==> src/rtl/boreal_cursor_pkg.sv <==
// Shared types and constants for the boreal cursor integrator.
// Holds the report FSM encoding, HID delta limit and the accumulator saturation helper.
package boreal_cursor_pkg;

  typedef enum logic {
    IDLE = 1'b0,
    WAIT = 1'b1
  } state_t;

  localparam int HID_DELTA_MAX = 127;
  localparam int ACC_W         = 32;

  localparam logic signed [ACC_W:0] SAT_HI = {2'b00, {(ACC_W-1){1'b1}}};
  localparam logic signed [ACC_W:0] SAT_LO = -SAT_HI;

  // Clamp a one-bit-wider sum back into the symmetric accumulator range.
  function automatic logic signed [ACC_W-1:0] sat_acc(input logic signed [ACC_W:0] s);
    logic signed [ACC_W:0] t;
    if (s > SAT_HI) begin
      t = SAT_HI;
    end else if (s < SAT_LO) begin
      t = SAT_LO;
    end else begin
      t = s;
    end
    return t[ACC_W-1:0];
  endfunction

endpackage

==> src/rtl/boreal_axis_integrator.sv <==
// One cursor axis: sub-pixel accumulator, delta extraction with HID and screen-edge limits, position.
// BOREAL_CURSOR_DEADBAND_EN adds an input magnitude deadband ahead of the accumulator.
module boreal_axis_integrator
  import boreal_cursor_pkg::*;
#(
  parameter int FRAC_BITS = 12,
  parameter int BOUND     = 1920
`ifdef BOREAL_CURSOR_DEADBAND_EN
  , parameter logic [23:0] DEADBAND = 24'h000080
`endif
) (
  input  logic        clk,
  input  logic        rst_n,
  input  logic        valid,
  input  logic [23:0] v_in,
  input  logic        extract,
  output logic [7:0]  delta,
  output logic [11:0] pos
);

  localparam logic signed [ACC_W-1:0] DMAX     = ACC_W'(HID_DELTA_MAX);
  localparam logic signed [ACC_W-1:0] BOUND_M1 = ACC_W'(BOUND - 1);

  logic signed [ACC_W-1:0] acc_r, acc_nx_s, v_s, nacc_s, q_s, dc_s, d_s, lo_s, hi_s, pos_ext_s;
  logic                    limited_s;
  logic [11:0]             pos_r;
`ifdef BOREAL_CURSOR_DEADBAND_EN
  logic [23:0]             mag_s;
`endif

  // Qualified, sign-extended velocity sample (deadband applied when enabled).
  always_comb begin
    v_s = '0;
`ifdef BOREAL_CURSOR_DEADBAND_EN
    mag_s = v_in[23] ? (24'd0 - v_in) : v_in;
    if (valid && (mag_s >= DEADBAND)) begin
      v_s = {{(ACC_W-24){v_in[23]}}, v_in};
    end else begin
      v_s = '0;
    end
`else
    if (valid) begin
      v_s = {{(ACC_W-24){v_in[23]}}, v_in};
    end else begin
      v_s = '0;
    end
`endif
  end

  // Delta extraction: floor, HID clamp, then screen-edge limit with anti-windup flag.
  always_comb begin
    nacc_s    = sat_acc({acc_r[ACC_W-1], acc_r} + {v_s[ACC_W-1], v_s});
    q_s       = nacc_s >>> FRAC_BITS;
    pos_ext_s = {{(ACC_W-12){1'b0}}, pos_r};
    lo_s      = -pos_ext_s;
    hi_s      = BOUND_M1 - pos_ext_s;
    limited_s = 1'b0;
    if (q_s > DMAX) begin
      dc_s = DMAX;
    end else if (q_s < -DMAX) begin
      dc_s = -DMAX;
    end else begin
      dc_s = q_s;
    end
    if (dc_s < lo_s) begin
      d_s       = lo_s;
      limited_s = 1'b1;
    end else if (dc_s > hi_s) begin
      d_s       = hi_s;
      limited_s = 1'b1;
    end else begin
      d_s       = dc_s;
    end
    if (!extract) begin
      acc_nx_s = nacc_s;
    end else if (limited_s) begin
      acc_nx_s = '0;
    end else begin
      acc_nx_s = nacc_s - (d_s <<< FRAC_BITS);
    end
  end

  // Accumulator and position registers.
  always_ff @(posedge clk) begin
    if (!rst_n) begin
      acc_r <= '0;
      pos_r <= 12'(BOUND / 2);
    end else begin
      acc_r <= acc_nx_s;
      if (extract) begin
        pos_r <= pos_r + d_s[11:0];
      end else begin
        pos_r <= pos_r;
      end
    end
  end

  assign delta = d_s[7:0];
  assign pos   = pos_r;

endmodule

==> src/rtl/boreal_cursor_integrator.sv <==
// Cursor integrator top: report tick divider, IDLE/WAIT report FSM, valid/ready handshake, overrun count.
// BOREAL_CURSOR_DEADBAND_EN enables the per-axis input deadband (DEADBAND parameter).
module boreal_cursor_integrator
  import boreal_cursor_pkg::*;
#(
  parameter int FRAC_BITS  = 12,
  parameter int REPORT_DIV = 100000,
  parameter int SCREEN_W   = 1920,
  parameter int SCREEN_H   = 1080
`ifdef BOREAL_CURSOR_DEADBAND_EN
  , parameter logic [23:0] DEADBAND = 24'h000080
`endif
) (
  input  logic        clk,
  input  logic        rst_n,
  input  logic        valid,
  input  logic [23:0] vx_in,
  input  logic [23:0] vy_in,
  output logic        rpt_valid,
  input  logic        rpt_ready,
  output logic [7:0]  rpt_dx,
  output logic [7:0]  rpt_dy,
  output logic [11:0] pos_x,
  output logic [11:0] pos_y,
  output logic [7:0]  overrun_cnt
);

  localparam int                CNT_W   = (REPORT_DIV > 1) ? $clog2(REPORT_DIV) : 1;
  localparam logic [CNT_W-1:0]  CNT_MAX = CNT_W'(REPORT_DIV - 1);

  logic [CNT_W-1:0] cnt_r;
  logic             tick_s, extract_s, hs_s;
  logic [7:0]       dx_s, dy_s;
  state_t           state_r, state_nx_s;

  assign tick_s    = (cnt_r == CNT_MAX);
  assign extract_s = (state_r == IDLE) && tick_s;
  assign hs_s      = rpt_valid && rpt_ready;

  boreal_axis_integrator #(
    .FRAC_BITS(FRAC_BITS),
    .BOUND    (SCREEN_W)
`ifdef BOREAL_CURSOR_DEADBAND_EN
    , .DEADBAND(DEADBAND)
`endif
  ) u_axis_x (
    .clk(clk), .rst_n(rst_n), .valid(valid), .v_in(vx_in),
    .extract(extract_s), .delta(dx_s), .pos(pos_x)
  );

  boreal_axis_integrator #(
    .FRAC_BITS(FRAC_BITS),
    .BOUND    (SCREEN_H)
`ifdef BOREAL_CURSOR_DEADBAND_EN
    , .DEADBAND(DEADBAND)
`endif
  ) u_axis_y (
    .clk(clk), .rst_n(rst_n), .valid(valid), .v_in(vy_in),
    .extract(extract_s), .delta(dy_s), .pos(pos_y)
  );

  // Report tick divider.
  always_ff @(posedge clk) begin
    if (!rst_n) begin
      cnt_r <= '0;
    end else if (tick_s) begin
      cnt_r <= '0;
    end else begin
      cnt_r <= cnt_r + CNT_W'(1);
    end
  end

  // FSM state register.
  always_ff @(posedge clk) begin
    if (!rst_n) begin
      state_r <= IDLE;
    end else begin
      state_r <= state_nx_s;
    end
  end

  // FSM next state.
  always_comb begin
    state_nx_s = state_r;
    case (state_r)
      IDLE: begin
        if (tick_s) begin
          state_nx_s = WAIT;
        end else begin
          state_nx_s = IDLE;
        end
      end
      WAIT: begin
        if (hs_s) begin
          state_nx_s = IDLE;
        end else begin
          state_nx_s = WAIT;
        end
      end
      default: state_nx_s = IDLE;
    endcase
  end

  // Report registers, held until the packer accepts.
  always_ff @(posedge clk) begin
    if (!rst_n) begin
      rpt_valid <= 1'b0;
      rpt_dx    <= 8'd0;
      rpt_dy    <= 8'd0;
    end else if (extract_s) begin
      rpt_valid <= 1'b1;
      rpt_dx    <= dx_s;
      rpt_dy    <= dy_s;
    end else if ((state_r == WAIT) && hs_s) begin
      rpt_valid <= 1'b0;
    end else begin
      rpt_valid <= rpt_valid;
    end
  end

  // Saturating count of ticks that land while a report is still pending.
  always_ff @(posedge clk) begin
    if (!rst_n) begin
      overrun_cnt <= 8'd0;
    end else if ((state_r == WAIT) && tick_s && (overrun_cnt != 8'hFF)) begin
      overrun_cnt <= overrun_cnt + 8'd1;
    end else begin
      overrun_cnt <= overrun_cnt;
    end
  end

endmodule

==> config.mk <==
export PLATFORM = sky130hd
export DESIGN_NAME = boreal_cursor_integrator
export DESIGN_NICKNAME = d
export VERILOG_FILES = /design/src/rtl/boreal_cursor_pkg.sv /design/src/rtl/boreal_axis_integrator.sv /design/src/rtl/boreal_cursor_integrator.sv
export SDC_FILE = /design/constraint.sdc
export NUM_CORES = 1
export LEC_CHECK = 0
export ABC_AREA = 1
export CORE_MARGIN = 2
export CORE_UTILIZATION = 49
export DETAILED_ROUTE_END_ITERATION = 6
export HOLD_SLACK_MARGIN = 0.03
export PLACE_DENSITY = 0.73
export SLEW_MARGIN = 5
export SYNTH_ARGS = -nofsm -noshare
export SYNTH_HDL_FRONTEND = slang
export SYNTH_SLANG_ARGS = --single-unit
==> constraint.sdc <==
create_clock -name clk -period 14.7 [get_ports clk]
set_input_delay 3.675 -clock clk [delete_from_list [all_inputs] [get_ports clk]]
set_output_delay 3.675 -clock clk [all_outputs]
set_load 0.01 [all_outputs]
After elaboration in Yosys (flattened, before gate mapping)

Index checks and enable logic that the tools add are counted.

Word-level logic and storage cells: 72
Output and inout bits: 49
Flip-flop bits (word level): 131
Bits of input ports: 52

Eq/ne operators: 2
Add/subtract/negate cells: 12
Order comparisons: 12
Reduce and logical (&&, ||, !) cells: 7
Bitwise gates (word level): 2
Mux-type cells: 27

Operators by type and width:

| cell                     | number |
|---|---|
| $mux W32                 | 14 |
| $mux W20                 | 4 |
| $add A32 B32 Y33         | 2 |
| $gt A33 B32 Y1 const B   | 2 |
| $lt A33 B32 Y1 const B   | 2 |
| $gt A32 B13 Y1           | 2 |
| $lt A32 B32 Y1           | 2 |
| $neg A12 Y32             | 2 |
| $sub A32 B32 Y32         | 2 |
| $gt A20 B8 Y1 const B    | 2 |
| $lt A20 B8 Y1 const B    | 2 |
| $sub A11 B12 Y13 const A | 2 |
| $add A12 B12 Y12         | 2 |
| $add A17 B1 Y17 const B  | 1 |
| $eq A17 B17 Y1 const B   | 1 |
| $add A8 B1 Y8 const B    | 1 |
| $mux W1                  | 8 |
| $ne A8 B8 Y1 const B     | 1 |
| $logic_and A1 B1 Y1      | 5 |
| $not A1 Y1               | 2 |
| $pmux W1 S2              | 1 |
| $reduce_bool A2 Y1       | 1 |
| $reduce_or A2 Y1         | 1 |

Logic depth before layout (Yosys ltp)

Depth after elaboration: 14
Gate-level depth with buffers: 71
Mapped depth without buffers: 67

Hierarchy

From an unflattened synthesis, not the netlist that was laid out.

Cells, all modules: 3119
Area, all modules: 18098.6 um^2

By module, submodules not included:

| module                            | seq. area each (um^2) | instances | area an instance (um^2) | cells an instance |
|---|---|---|---|---|
| boreal_axis_integrator (u_axis_y) | 880.8                 | 1         | 8157.8                  | 1457 |
| boreal_axis_integrator (u_axis_x) | 880.8                 | 1         | 7783.7                  | 1351 |
| boreal_cursor_integrator          | 860.8                 | 1         | 2157.1                  | 311 |

Worst setup path before layout

No wires, ideal clock.

Path kind: input -> register
From: input port valid
To: register u_axis_x.pos_r[11], in the netlist u_axis_x.pos[11]
Arrival: 12.412 ns
Slack: 2.175 ns
Stages: 62
Data required time: 14.587 ns
Buffers on the path: 5
Library setup time: 0.113 ns
Path through: clkbuf_1 -> clkbuf_1 -> nand2_1 -> inv_1 -> ha_1 -> inv_1 -> fa_1 -> inv_1 -> nand2_1 -> nand3_1 -> nand2_1 -> nand2_1 -> nand2_1 -> nand2_1 -> nand2_1 -> nand2_1 -> nand2_1 -> nand2_1 -> (+26 left out) -> nand3_1 -> and2_1 -> o21ai_0 -> a21o_1 -> a21oi_1 -> nor2_1 -> nor2_1 -> o21bai_1 -> nand2_1 -> inv_1 -> nor2_1 -> inv_1 -> a21oi_1 -> o21ai_0 -> a21oi_1 -> nand2_1 -> nand2_1 -> nor2_1

Longest elaborated chain between the ends: 12
Elaborated cells between the ends (all ways): 15
Those cells by class: 2 x add/sub; 6 x order compare; 7 x mux

Ends and longest elaborated chain:

| element              | RTL line                       | source |
|---|---|---|
| from (decl)          | boreal_cursor_integrator.sv:16 | `input logic valid,` |
| $mux W32 (*)         | boreal_axis_integrator.sv:42   | `if (valid) begin` |
| $add A32 B32 Y33 (*) | boreal_axis_integrator.sv:52   | `nacc_s = sat_acc({acc_r[ACC_W-1], acc_r} + {v_s[ACC_W-1], v_s});` |
| $lt A33 B32 Y1       | boreal_cursor_pkg.sv:21        | `end else if (s < SAT_LO) begin` |
| $mux W32             | boreal_cursor_pkg.sv:21        |  |
| $mux W32 (*)         | boreal_cursor_pkg.sv:19        | `if (s > SAT_HI) begin` |
| $lt A20 B8 Y1        | boreal_axis_integrator.sv:60   | `end else if (q_s < -DMAX) begin` |
| $mux W32             | boreal_axis_integrator.sv:60   |  |
| $mux W32 (*)         | boreal_axis_integrator.sv:58   | `if (q_s > DMAX) begin` |
| $gt A32 B13 Y1       | boreal_axis_integrator.sv:68   | `end else if (dc_s > hi_s) begin` |
| $mux W20             | boreal_axis_integrator.sv:68   |  |
| $mux W20 (*)         | boreal_axis_integrator.sv:65   | `if (dc_s < lo_s) begin` |
| named net dx_s[1]    | boreal_cursor_integrator.sv:33 | `logic [7:0] dx_s, dy_s;` |
| $add A12 B12 Y12 (*) | boreal_axis_integrator.sv:91   | `pos_r <= pos_r + d_s[11:0];` |
| to (signal assigned) | boreal_axis_integrator.sv:87   | `pos_r <= 12'(BOUND / 2);` |
| to (signal assigned) | boreal_axis_integrator.sv:91   |  |
| to (signal assigned) | boreal_axis_integrator.sv:93   | `pos_r <= pos_r;` |
| to (decl)            | boreal_axis_integrator.sv:26   | `logic [11:0] pos_r;` |

The timed path passes the listed nets; every way through them passes the cells marked *.
A chain may end at the register's enable or synchronous reset.

Worst setup path in the final report

From: input port valid
To: register u_axis_y.pos_r[11], in the netlist u_axis_y.pos[11]

Longest elaborated chain between the ends: 12
Elaborated cells between the ends (all ways): 15
Those cells by class: 2 x add/sub; 6 x order compare; 7 x mux

Ends and longest elaborated chain:

| element              | RTL line |
|---|---|
| $mux W32 (*)         | boreal_axis_integrator.sv:42 |
| $add A32 B32 Y33 (*) | boreal_axis_integrator.sv:52 |
| $lt A33 B32 Y1       | boreal_cursor_pkg.sv:21 |
| $mux W32             | boreal_cursor_pkg.sv:21 |
| $mux W32 (*)         | boreal_cursor_pkg.sv:19 |
| $lt A20 B8 Y1        | boreal_axis_integrator.sv:60 |
| $mux W32             | boreal_axis_integrator.sv:60 |
| $mux W32 (*)         | boreal_axis_integrator.sv:58 |
| $gt A32 B13 Y1       | boreal_axis_integrator.sv:68 |
| $mux W20             | boreal_axis_integrator.sv:68 |
| $mux W20 (*)         | boreal_axis_integrator.sv:65 |
| named net dy_s[2]    | boreal_cursor_integrator.sv:33 |
| $add A12 B12 Y12 (*) | boreal_axis_integrator.sv:91 |
| to (signal assigned) | boreal_axis_integrator.sv:87 |
| to (signal assigned) | boreal_axis_integrator.sv:91 |
| to (signal assigned) | boreal_axis_integrator.sv:93 |
| to (decl)            | boreal_axis_integrator.sv:26 |

Marks and branches as above.

==> out/metrics.csv <==
metric;value;unit
Core Rows;68;
global-route wire length before repair;90.9;mm
drt pass-1 iters;6;
CTS tree;done;
CTS Buf Count;17;
effective utilization at floorplan;0.499;
Yosys reg bits;131;
number of synthesized flops with an enable pin;0;
Vias;19278;
Setup crit start kind;primary input;
vias in the first global route;18144;
Internal;1.84;mW
Post-Syn Instances;2946;
Worst-Skew Late Latency;0.46;ns
pre-CTS WS;0.536;ns
Hold Crit Class;reg -> reg;
die footprint;0.0368;sq mm
Num Clock Sinks;131;
Worst R2R End;u_axis_y.pos[11];
sequential share of power;0.104;
Worst Max-Slew Pin Slew;0.932;ns
worst r2r src;u_axis_y.acc_r[0];
family with the most delay on the worst path;simple AND/OR/NAND/NOR gates;
worst hold slack;0.448;ns
final setup TNS;0;ns
Slowest-stage cell, CP;ha_1;
Nets;3320;
final hold vios;0;
Worst Reg-to-Reg Cells;56;
DR DRC count;0;
# hold bufs at CTS;0;
initial antenna violation count;0;
I/O pin count;101;
pin count of the biggest net entering global routing;58;
Worst EP arrival;13.95;ns
combinational power share;0.792;
Top FF cell, synth;dfxtp_1;
clock slew at reported path FFs;0.07;ns
clock skew;0.0226;ns
met2 usage;0.486;
Final min period;13.61;ns
Max Cap Viol;0;
Post-CTS Setup Repair Bufs;0;
Setup CP Type;in -> reg;
Die X;192;microns
layout cells sized above 1;0.0479;
element type at the critical path end;flop;
Placeable Area;0.0346;sq mm
fraction of registers with async set/reset;0;
Hold Path Cell Cnt;1;
Lkg Pwr;10.3;nW
worst setup margin;1.09;ns
pwr/cell area;228;mW/mm^2
Largest stage delay, worst path;0.44;ns
RSZ-0062 raised after global routing;false;
placer congestion estimate;1.02;
Root Buffer;clkbuf_16;
Final period util;0.926;
Remaining Overflow, GRT;0;
H-tree depth;4;
synthesized area;0.0173;sq mm
Clock power frac;0.104;
Critical path buffers and inverters;11;
Critical Path Most Common Cell;nand2_1;
Post-Syn Area per Cell;5.86;sq um
Final Setup Violations;0;
routing usage on met1;0.428;
R2R Setup Slk;4.69;ns
Slew headroom;0.376;
Avg WL per Cell;16.1;microns
Via-to-Cell Ratio;5.50;
Synth cell types;59;
count of pins over their slew limit;0;
Max VDD drop;140;uV
Die H;192;microns
Sw Pwr;2.59;mW
Final Core Density;0.561;
CTS Buffer Depth;2;
WHS Endpoint;cnt_r[0];
GR Util All Layers;0.308;
busiest grt layer;met2;
Max Clk Rate;73.5;MHz
Final ANT Viol Nets;0;
Req. time, crit path;15.05;ns
Worst Hold Launch;cnt_r[0];
Detailed Place HPWL;45.6;mm
switching fraction of total power;0.585;
met3 Use GR;0.0409;
status;finished clean;
PortBufs;100;
FILL cells;3577;
P&R area growth vs syn;12.5;%
n_diodes;0;
Seq/Total Area, Yosys;0.152;
Synthesized Nets;3229;
final WL;56.4;mm
synth warn;0;
DRT iter0 DRCs;1499;
Max Fanout on Critical Path;32;
## cell type report
class,count,area (sq um),area share
clock inverter,15,185,0.00953
clock buffer,17,425,0.0219
tap,455,569,0.0293
multi-input combinational,2296,12700,0.653
inverter,465,1750,0.0900
timing repair buffer,126,1190,0.0614
sequential,131,2620,0.135
## synthesized netlist by cell type (3+ instances only)
cell type    n  area (sq um)
o41ai_1      5          43.8
inv_2       18          67.6
a31oi_1     10          62.6
a21o_1       4          30.0
o21ai_0    141           706
or2_1        4          25.0
xnor2_1     11          96.3
nor3_1      56           280
o221ai_1     3          26.3
a21boi_0     6          45.0
nand2_2     27           169
nand3_2      5          50.1
o21a_1      12          90.1
a22oi_1      6          45.0
ha_1       226          2830
nand4_1     39           244
nand2_1    848          3180
a211oi_1     5          37.5
clkbuf_1    46           173
o211ai_1    14           105
fa_1         5           100
nor2_1     267          1000
buf_2        3          15.0
o21ai_1      3          15.0
o31ai_1      7          52.6
inv_1      444          1670
clkinv_1     3          11.3
and2_1       6          37.5
nand3b_1    33           248
dfxtp_1    131          2620
xor2_1      43           377
a21oi_1    271          1360
or2_2        9          56.3
o21bai_1    15           113
o22ai_1      4          25.0
nor4_1      13          81.3
o21ai_2      3          26.3
nor2_2       8          50.1
nand3_1    158           791
nor3_2       7          70.1
## power by group through the flow
stage | Clock [mW] | Sequential (mW) | Combinational (mW)
floorplan | 0 | 0.445 | 2.57
global placement | 0 | 0.466 | 3.36
detailed placement | 0 | 0.466 | 3.40
CTS | 0.467 | 0.458 | 3.43
global route | 0.478 | 0.462 | 3.94
finish | 0.462 | 0.459 | 3.51
## flip-flops by register name (all words and copies together) (netlist names)
register        count
u_axis_x.acc_r     32
u_axis_y.acc_r     32
cnt_r              17
u_axis_x.pos       12
u_axis_y.pos       12
overrun_cnt         8
rpt_dx              8
rpt_dy              8
rpt_valid           1
state_r             1
## cell families (layout without fill, tap and decap cells)
| group | Yosys count | count (layout) | share of synthesized area |
|---|---|---|---|
| xor gates and xnor gates | 54 | 54 | 0.0274 |
| and+or+nand+nor | 1491 | 1491 | 0.370 |
| DFF | 131 | 131 | 0.152 |
| buffers and inverters | 519 | 623 | 0.114 |
| AOI/OAI and AO/OA | 520 | 520 | 0.168 |
| adders and majority gates | 231 | 231 | 0.169 |
## worst register-to-register path: cells and delay by family, from the launching register on
| kind | cells | cell delay [ns] |
|---|---|---|
| AOI/OAI and AO/OA | 13 | 2.72 |
| xor gates and xnor gates | 1 | 0.25 |
| adders and majority gates | 5 | 1.71 |
| buffers and inverters | 10 | 1.47 |
| DFF | 1 | 0.31 |
| and+or+nand+nor | 27 | 3.44 |
## timing repair
item	4_1_cts	5_1_grt
hold endpoints to repair	0	0
gates resized for setup	0	3
setup endpoints to repair	0	1
## cells in the final DEF, fill, tap and decap left out, drive strengths merged, types with 4 or more instances in the layout
master	count
or2	14
clkbuf	18
a21o	4
nor3	63
xor2	43
o31ai	7
nor4	13
o22ai	4
a21oi	271
a21boi	7
nand3	164
o21ai	147
clkdlybuf4s50	99
a22oi	6
and2	8
inv	469
o41ai	5
a31oi	10
nand4	39
xnor2	11
dfxtp	131
nand2	875
nand3b	33
clkinv	7
fa	5
o21bai	18
ha	226
o21a	12
a211oi	5
o211ai	14
nor2	276
buf	26
## routing by layer
| layer | routed length, microns | share of wire |
|---|---|---|
| met3 | 3820 | 0.068 |
| met1 | 26900 | 0.48 |
| met4 | 1680 | 0.030 |
| met2 | 24000 | 0.43 |
| met5 | 0 | 0 |
## through the flow
step / power [mW] / std cells / area, sq um
CTS: 4.35 / 3505 / 19400
global route: 4.89 / 3505 / 19400
floorplan: 3.02 / 2946 / 17300
finish: 4.43 / 3505 / 19400
global placement: 3.82 / 3473 / 18800
detailed placement: 3.86 / 3473 / 18800
## worst max-delay path by stage
stage / cells after the start / startpoint / end
after global placement: 59 / valid / u_axis_y.pos[11]
after detailed placement: 57 / valid / u_axis_y.pos[11]
after floorplan: 62 / valid / u_axis_x.pos[11]
final: 57 / valid / u_axis_y.pos[11]
after global routing: 62 / vy_in[0] / u_axis_y.pos[11]
after CTS: 57 / valid / u_axis_y.pos[11]
(Power assumes the default switching activity.)
==> RTL edit 1: new RTL, same settings <==
Put one more register stage on the output `overrun_cnt`, with the module's reset. The value now appears one clock later. The other outputs are not delayed to match.
--- a/src/rtl/boreal_cursor_integrator.sv
+++ b/src/rtl/boreal_cursor_integrator.sv
@@ -29,2 +29,4 @@
   localparam logic [CNT_W-1:0]  CNT_MAX = CNT_W'(REPORT_DIV - 1);
+
+  logic [7:0] overrun_cnt_s0;
 
@@ -123,7 +125,15 @@
     if (!rst_n) begin
-      overrun_cnt <= 8'd0;
-    end else if ((state_r == WAIT) && tick_s && (overrun_cnt != 8'hFF)) begin
-      overrun_cnt <= overrun_cnt + 8'd1;
+      overrun_cnt_s0 <= 8'd0;
+    end else if ((state_r == WAIT) && tick_s && (overrun_cnt_s0 != 8'hFF)) begin
+      overrun_cnt_s0 <= overrun_cnt_s0 + 8'd1;
     end else begin
-      overrun_cnt <= overrun_cnt;
+      overrun_cnt_s0 <= overrun_cnt_s0;
+    end
+  end
+
+  always_ff @(posedge clk) begin
+    if (!rst_n) begin
+      overrun_cnt <= '0;
+    end else begin
+      overrun_cnt <= overrun_cnt_s0;
     end
Formal check against the unedited RTL: same outputs for any inputs over 10 cycles, from zero or initial values and one cycle with rst_n low; that may be too few to reach the edited logic, so the function may still have changed.
==> RTL edit 1 against the original RTL <==
Design area increased by 0.37%; sequential cell count is 8 higher; highest routed layer unchanged; clock skew shrank 5.0 ps; setup slack improved by 160 ps; hold slack got worse by 19 ps; global-route usage decreased by 1.4 points; cell count down 0.60%; area after synthesis is 0.99% higher; routed wire length fell by 3.8%; fmax increased by 1.2%.
Power is left out: the tool's default activity adds up to more than one toggle a clock period on the data nets, which glitch-free logic cannot reach.
==> RTL edit 1: results (changes against the original RTL) <==
Logic synthesis:
- The count of synthesis-stage warnings from yosys was 0 (unchanged).
- The post-synthesis cell type count is 57 (-3.4%).
- The sequential share of the synthesized area is 15.95% (+0.77 points).
- The fraction of synthesis flops using an asynchronous set or reset pin is 0% (unchanged).
- Sorting the synthesized cells by area gives the leading types as sky130_fd_sc_hd__nand2_1, sky130_fd_sc_hd__ha_1, sky130_fd_sc_hd__dfxtp_1.
- The net count of the mapped netlist is 3216 (-0.40%).
- In the synthesized netlist, the cells that appear most often are sky130_fd_sc_hd__nand2_1, sky130_fd_sc_hd__inv_1, sky130_fd_sc_hd__a21oi_1.

Critical path:
- In this run the critical register-to-register path is captured at u_axis_x.acc_r[29].
- The count of cells along the worst register-to-register path is 57 (+1.8%).
- The slowest cell on the critical path is sky130_fd_sc_hd__clkdlybuf4s50_1.
- The maximum fanout encountered on the critical timing path came to 25 (-22%).
- The cell family contributing the most delay on the critical path is compound AO/OA/AOI/OAI gates.
- In this run the critical register-to-register path is launched from u_axis_x.acc_r[0].
- The arrival time of the worst setup path came to 13810 ps (-140 ps).
- The setup slack of the most critical reg-to-reg path is 4640 ps (-50 ps).

Placement:
- The cell area after placement is 0.01889 mm² (+0.41%).
- The minimum setup slack after placement came to 958.0 ps (+421.6 ps).
- The half-perimeter wire length after detailed placement is 44210 µm (-3.1%).
- The number of I/O port buffers is 100 (unchanged).
- The global placer's final weighted congestion is 0.9331 (-8.4%).

Worst hold path:
- The worst hold path terminates at overrun_cnt[5].
- The count of cells along the worst hold path came to 2 (+1).
- The worst hold path begins at overrun_cnt_s0[5].

Clocking:
- The post-cts repair resize count is 0 (unchanged).
- The maximum clock path buffer count was 2 (unchanged).
- The insertion delay of the later-clocked pin in the worst-skew pair is 450 ps.

Job:
- The max-cap check violation count came to 0 (unchanged).

Global routing:
- The number of global-route vias before repair is 17824 (-1.8%).
- The wire length of the first global-routing pass came to 87940 µm (-3.2%).
- The total track usage is 29.42% (-1.4 points).
- The largest net degree at the start of global routing is 56 (-3.4%).

Drt:
- The iteration-0 DRC count of the detailed router is 1434 (-4.3%).
- The total routed wirelength is 54280 µm (-3.8%).
- The detailed-route vias per instance is 5.419 (-1.5%).

Layout:
- The final-layout fill cell count was 3644 (+1.9%).
- The net count of the finished layout is 3295 (-0.75%).
- The proportion of layout cells with a drive suffix above 1 came to 4.763% (-0.023 points).
- In the final layout, the registers with the most flip-flops are u_axis_x.acc_r (32), u_axis_y.acc_r (32), cnt_r (17).

Outcome:
- The run finished with clean final reports.

Timing:
- The final critical-path required period came to 13440 ps (-163.9 ps).
- The worst hold slack is 428.3 ps (-19.37 ps).
- The transition time of the tightest slew-check pin is 955.6 ps (+23.51 ps).
- The worst clock skew on the final layout is 17.59 ps (-5.014 ps).
RTL edit 1: cell types whose count changed after synthesis, moves of 11 or more:
cell	delta
sky130_fd_sc_hd__nor2_1	-16
sky130_fd_sc_hd__a21oi_1	+11
sky130_fd_sc_hd__nand3_1	+15
sky130_fd_sc_hd__nand3b_1	-17
sky130_fd_sc_hd__inv_1	+27
sky130_fd_sc_hd__nand2_1	-63
RTL edit 1: layout make-up:
cell class              count  share of cell area (%)
clock inverters            15                  0.9942
repair buffers            114                   5.645
flip-flops and latches    139                   14.27
clock buffers              17                   2.181
well taps                 461                   2.957
multi-input cells        2241                   64.38
inverters                 497                   9.577
RTL edit 1: metal layers:
metal / routed length [µm] / GRT usage [%]
met5: 0 / 0
met4: 921 / 7.281
met3: 3313 / 4.728
met2: 23750 / 47.52
met1: 26300 / 40.64
RTL edit 1: worst min-delay path: stages, from the launching register on:
cell and delay, ps:
sky130_fd_sc_hd__dfxtp_1 310, sky130_fd_sc_hd__nand2_1 50, sky130_fd_sc_hd__inv_1 30
RTL edit 1: cells by family (layout without fill, tap and decap cells):
group | Yosys count | count (layout) | share of synthesized area, %
AO/OA/AOI/OAI | 538 | 538 | 17.07
XOR/XNOR | 69 | 69 | 3.658
adder cells (fa/ha/maj) | 233 | 233 | 16.97
buffers and inverters | 551 | 643 | 12.08
flip-flops | 139 | 139 | 15.95
AND/OR/NAND/NOR | 1401 | 1401 | 34.28
RTL edit 1: worst max path at each step:
stage / from / end / cells after the start
after floorplan: valid / u_axis_x.acc_r[29] / 66
after global placement: vx_in[0] / u_axis_x.acc_r[29] / 60
after detailed placement: vx_in[0] / u_axis_x.acc_r[29] / 60
after CTS: vx_in[0] / u_axis_x.acc_r[29] / 60
after global routing: vx_in[0] / u_axis_x.acc_r[29] / 58
final: vx_in[0] / u_axis_x.acc_r[29] / 60
RTL edit 1: through the flow:
stage               util (%)  instances
detailed placement     53.49       3452
global route           55.24       3484
global placement       53.49       3452
CTS                    55.24       3484
floorplan                  -       2931
finish                 55.24       3484
==> RTL edit 2: new RTL, same flow settings <==
Made on the original files. Change the parameter `REPORT_DIV` from 100000 to 50000.
--- a/src/rtl/boreal_cursor_integrator.sv
+++ b/src/rtl/boreal_cursor_integrator.sv
@@ -6,3 +6,3 @@
   parameter int FRAC_BITS  = 12,
-  parameter int REPORT_DIV = 100000,
+  parameter int REPORT_DIV = 50000,
   parameter int SCREEN_W   = 1920,
Check against the original RTL: same outputs for any inputs over 10 cycles, from zero or initial values and one cycle with rst_n low; that may be too few to reach the edited logic, so the function may still have changed.
==> RTL edit 2 against the original RTL <==
Setup slack improved by 69 ps; routed wire length about the same; first-iteration DRC count decreased by 1.0%; critical path depth decreased by 1; area after synthesis increased by 1.7%; design area increased by 1.1%; global-route usage decreased by 1.1 points; sequential cell count decreased by 1; highest routed layer unchanged; fmax increased by 0.51%; count of clock-buffer cells in the layout unchanged; non-clock buffer count decreased by 7; register-to-register slack got worse by 80 ps.
Power is not shown: default switching activity piles up to over one toggle a cycle in this logic, so the estimate is an artifact.
==> RTL edit 2: results (changes against the original RTL) <==
Outcome:
- The flow ran to the end, and the final reports show no timing, DRC or antenna violations.

Critical path:
- The slowest cell on the critical path is sky130_fd_sc_hd__o21ai_0.
- The setup slack of the most critical reg-to-reg path was 4610 ps (-80 ps).
- The worst register-to-register path begins at u_axis_y.acc_r[0].
- The count of cells along the worst register-to-register path was 55 (-1.8%).
- The maximum fanout encountered on the critical timing path came to 27 (-16%).
- The maximum cell stage delay along the critical path is 600 ps (+160 ps).

Global routing:
- The number of global-route vias before repair is 18505 (+2.0%).
- The largest net degree at the start of global routing is 55 (-5.2%).
- The wire length of the first global-routing pass is 92120 µm (+1.4%).
- The total track usage is 29.75% (-1.1 points).

Placement:
- The half-perimeter wire length after detailed placement is 45590 µm (-0.11%).
- The number of I/O port buffers is 100 (unchanged).
- The global placer's final weighted congestion is 1.003 (-1.5%).

Timing:
- The worst clock skew on the final layout is 12.69 ps (-9.912 ps).
- The headroom to the max-slew limit is 24.11% (-14 points).

Logic synthesis:
- The fraction of synthesis flops using an asynchronous set or reset pin is 0% (unchanged).
- The predominant post-synthesis flop cell is sky130_fd_sc_hd__dfxtp_1.
- After synthesis, the most frequently instantiated cells are sky130_fd_sc_hd__nand2_1, sky130_fd_sc_hd__inv_1, sky130_fd_sc_hd__a21oi_1.
- In the post-synthesis netlist, the biggest area contributors are sky130_fd_sc_hd__nand2_1, sky130_fd_sc_hd__ha_1, sky130_fd_sc_hd__dfxtp_1.
- The sequential share of the synthesized area is 14.82% (-0.36 points).
- The post-synthesis cell type count is 56 (-5.1%).
- The net count of the mapped netlist is 3293 (+2.0%).

Worst hold path:
- The count of cells along the worst hold path was 1 (unchanged).
- The capture endpoint of the worst hold path is cnt_r[0].
- The worst hold path startpoint is cnt_r[0].

Clocking:
- The total CTS buffers came to 17 (unchanged).
- The tree is rooted in a sky130_fd_sc_hd__clkbuf_16.
- The clock-pin slew on the worst setup and hold paths is 70 ps (about the same).
- The number of post-CTS setup repair buffers is 0 (unchanged).

Drt:
- The total routed wirelength is 56410 µm (about the same).
- The number of nets with antenna violations after detailed routing is 0 (unchanged).
- The iteration-0 DRC count of the detailed router is 1484 (-1.0%).
- The detailed-route vias per instance is 5.491 (-0.16%).

Layout:
- The largest registers in the layout are u_axis_x.acc_r (32), u_axis_y.acc_r (32), cnt_r (16).
- The proportion of layout cells with a drive suffix above 1 came to 4.992% (+0.21 points).
- The net count of the finished layout was 3376 (+1.7%).
- The antenna diode count is 0 (unchanged).
-- RTL edit 2: per-layer routing --
layer / GRT usage (%) / up-vias / wire [µm]
met5: 0 / - / 0
met4: 9.980 / 0 / 1501
met3: 4.324 / 102 / 3612
met2: 47.82 / 660 / 24790
met1: 40.77 / 8874 / 26500
li1: - / 9946 / -
-- RTL edit 2: cells by family after synthesis --
| family | Yosys count | synth area share [%] |
|---|---|---|
| xor gates and xnor gates | 55 | 2.743 |
| and+or+nand+nor | 1506 | 37.05 |
| DFF | 130 | 14.82 |
| adders and majority gates | 232 | 16.74 |
| buffers and inverters | 571 | 12.30 |
| AOI/OAI and AO/OA | 515 | 16.34 |
-- RTL edit 2: layout make-up --
class	instances	area (µm²)
Clock inverter	15	137.6
Multi-Input combinational cell	2308	12820
Tap cell	461	576.8
Inverter	516	1937
Fill cell	3619	15760
Clock buffer	17	425.4
Timing Repair Buffer	119	1139
Sequential cell	130	2603
-- RTL edit 2: worst max-delay path by stage --
stage	startpoint	end	slack [ps]	cells past startpoint
global route	vy_in[0]	u_axis_y.pos[11]	40	59
finish	vx_in[0]	u_axis_x.acc_r[28]	1160	56
floorplan	valid	u_axis_x.pos[11]	2330	67
global placement	vy_in[0]	u_axis_y.pos[11]	950	56
detailed placement	vy_in[0]	u_axis_y.pos[11]	640	60
CTS	vy_in[0]	u_axis_y.pos[11]	1100	60
-- RTL edit 2: metrics by stage --
stage	hold slack [ps]	util (%)	worst slack (ps)	std cells	instance area, µm²
after CTS	452.8	55.45	1104	3566	19630
final	455.0	55.49	1162	3566	19640
after floorplan	417.6	-	2327	3009	17560
after detailed placement	434.8	53.86	643.4	3534	19060
after global placement	430.9	53.86	951.4	3534	19060
after global routing	489.7	55.49	35.60	3566	19640
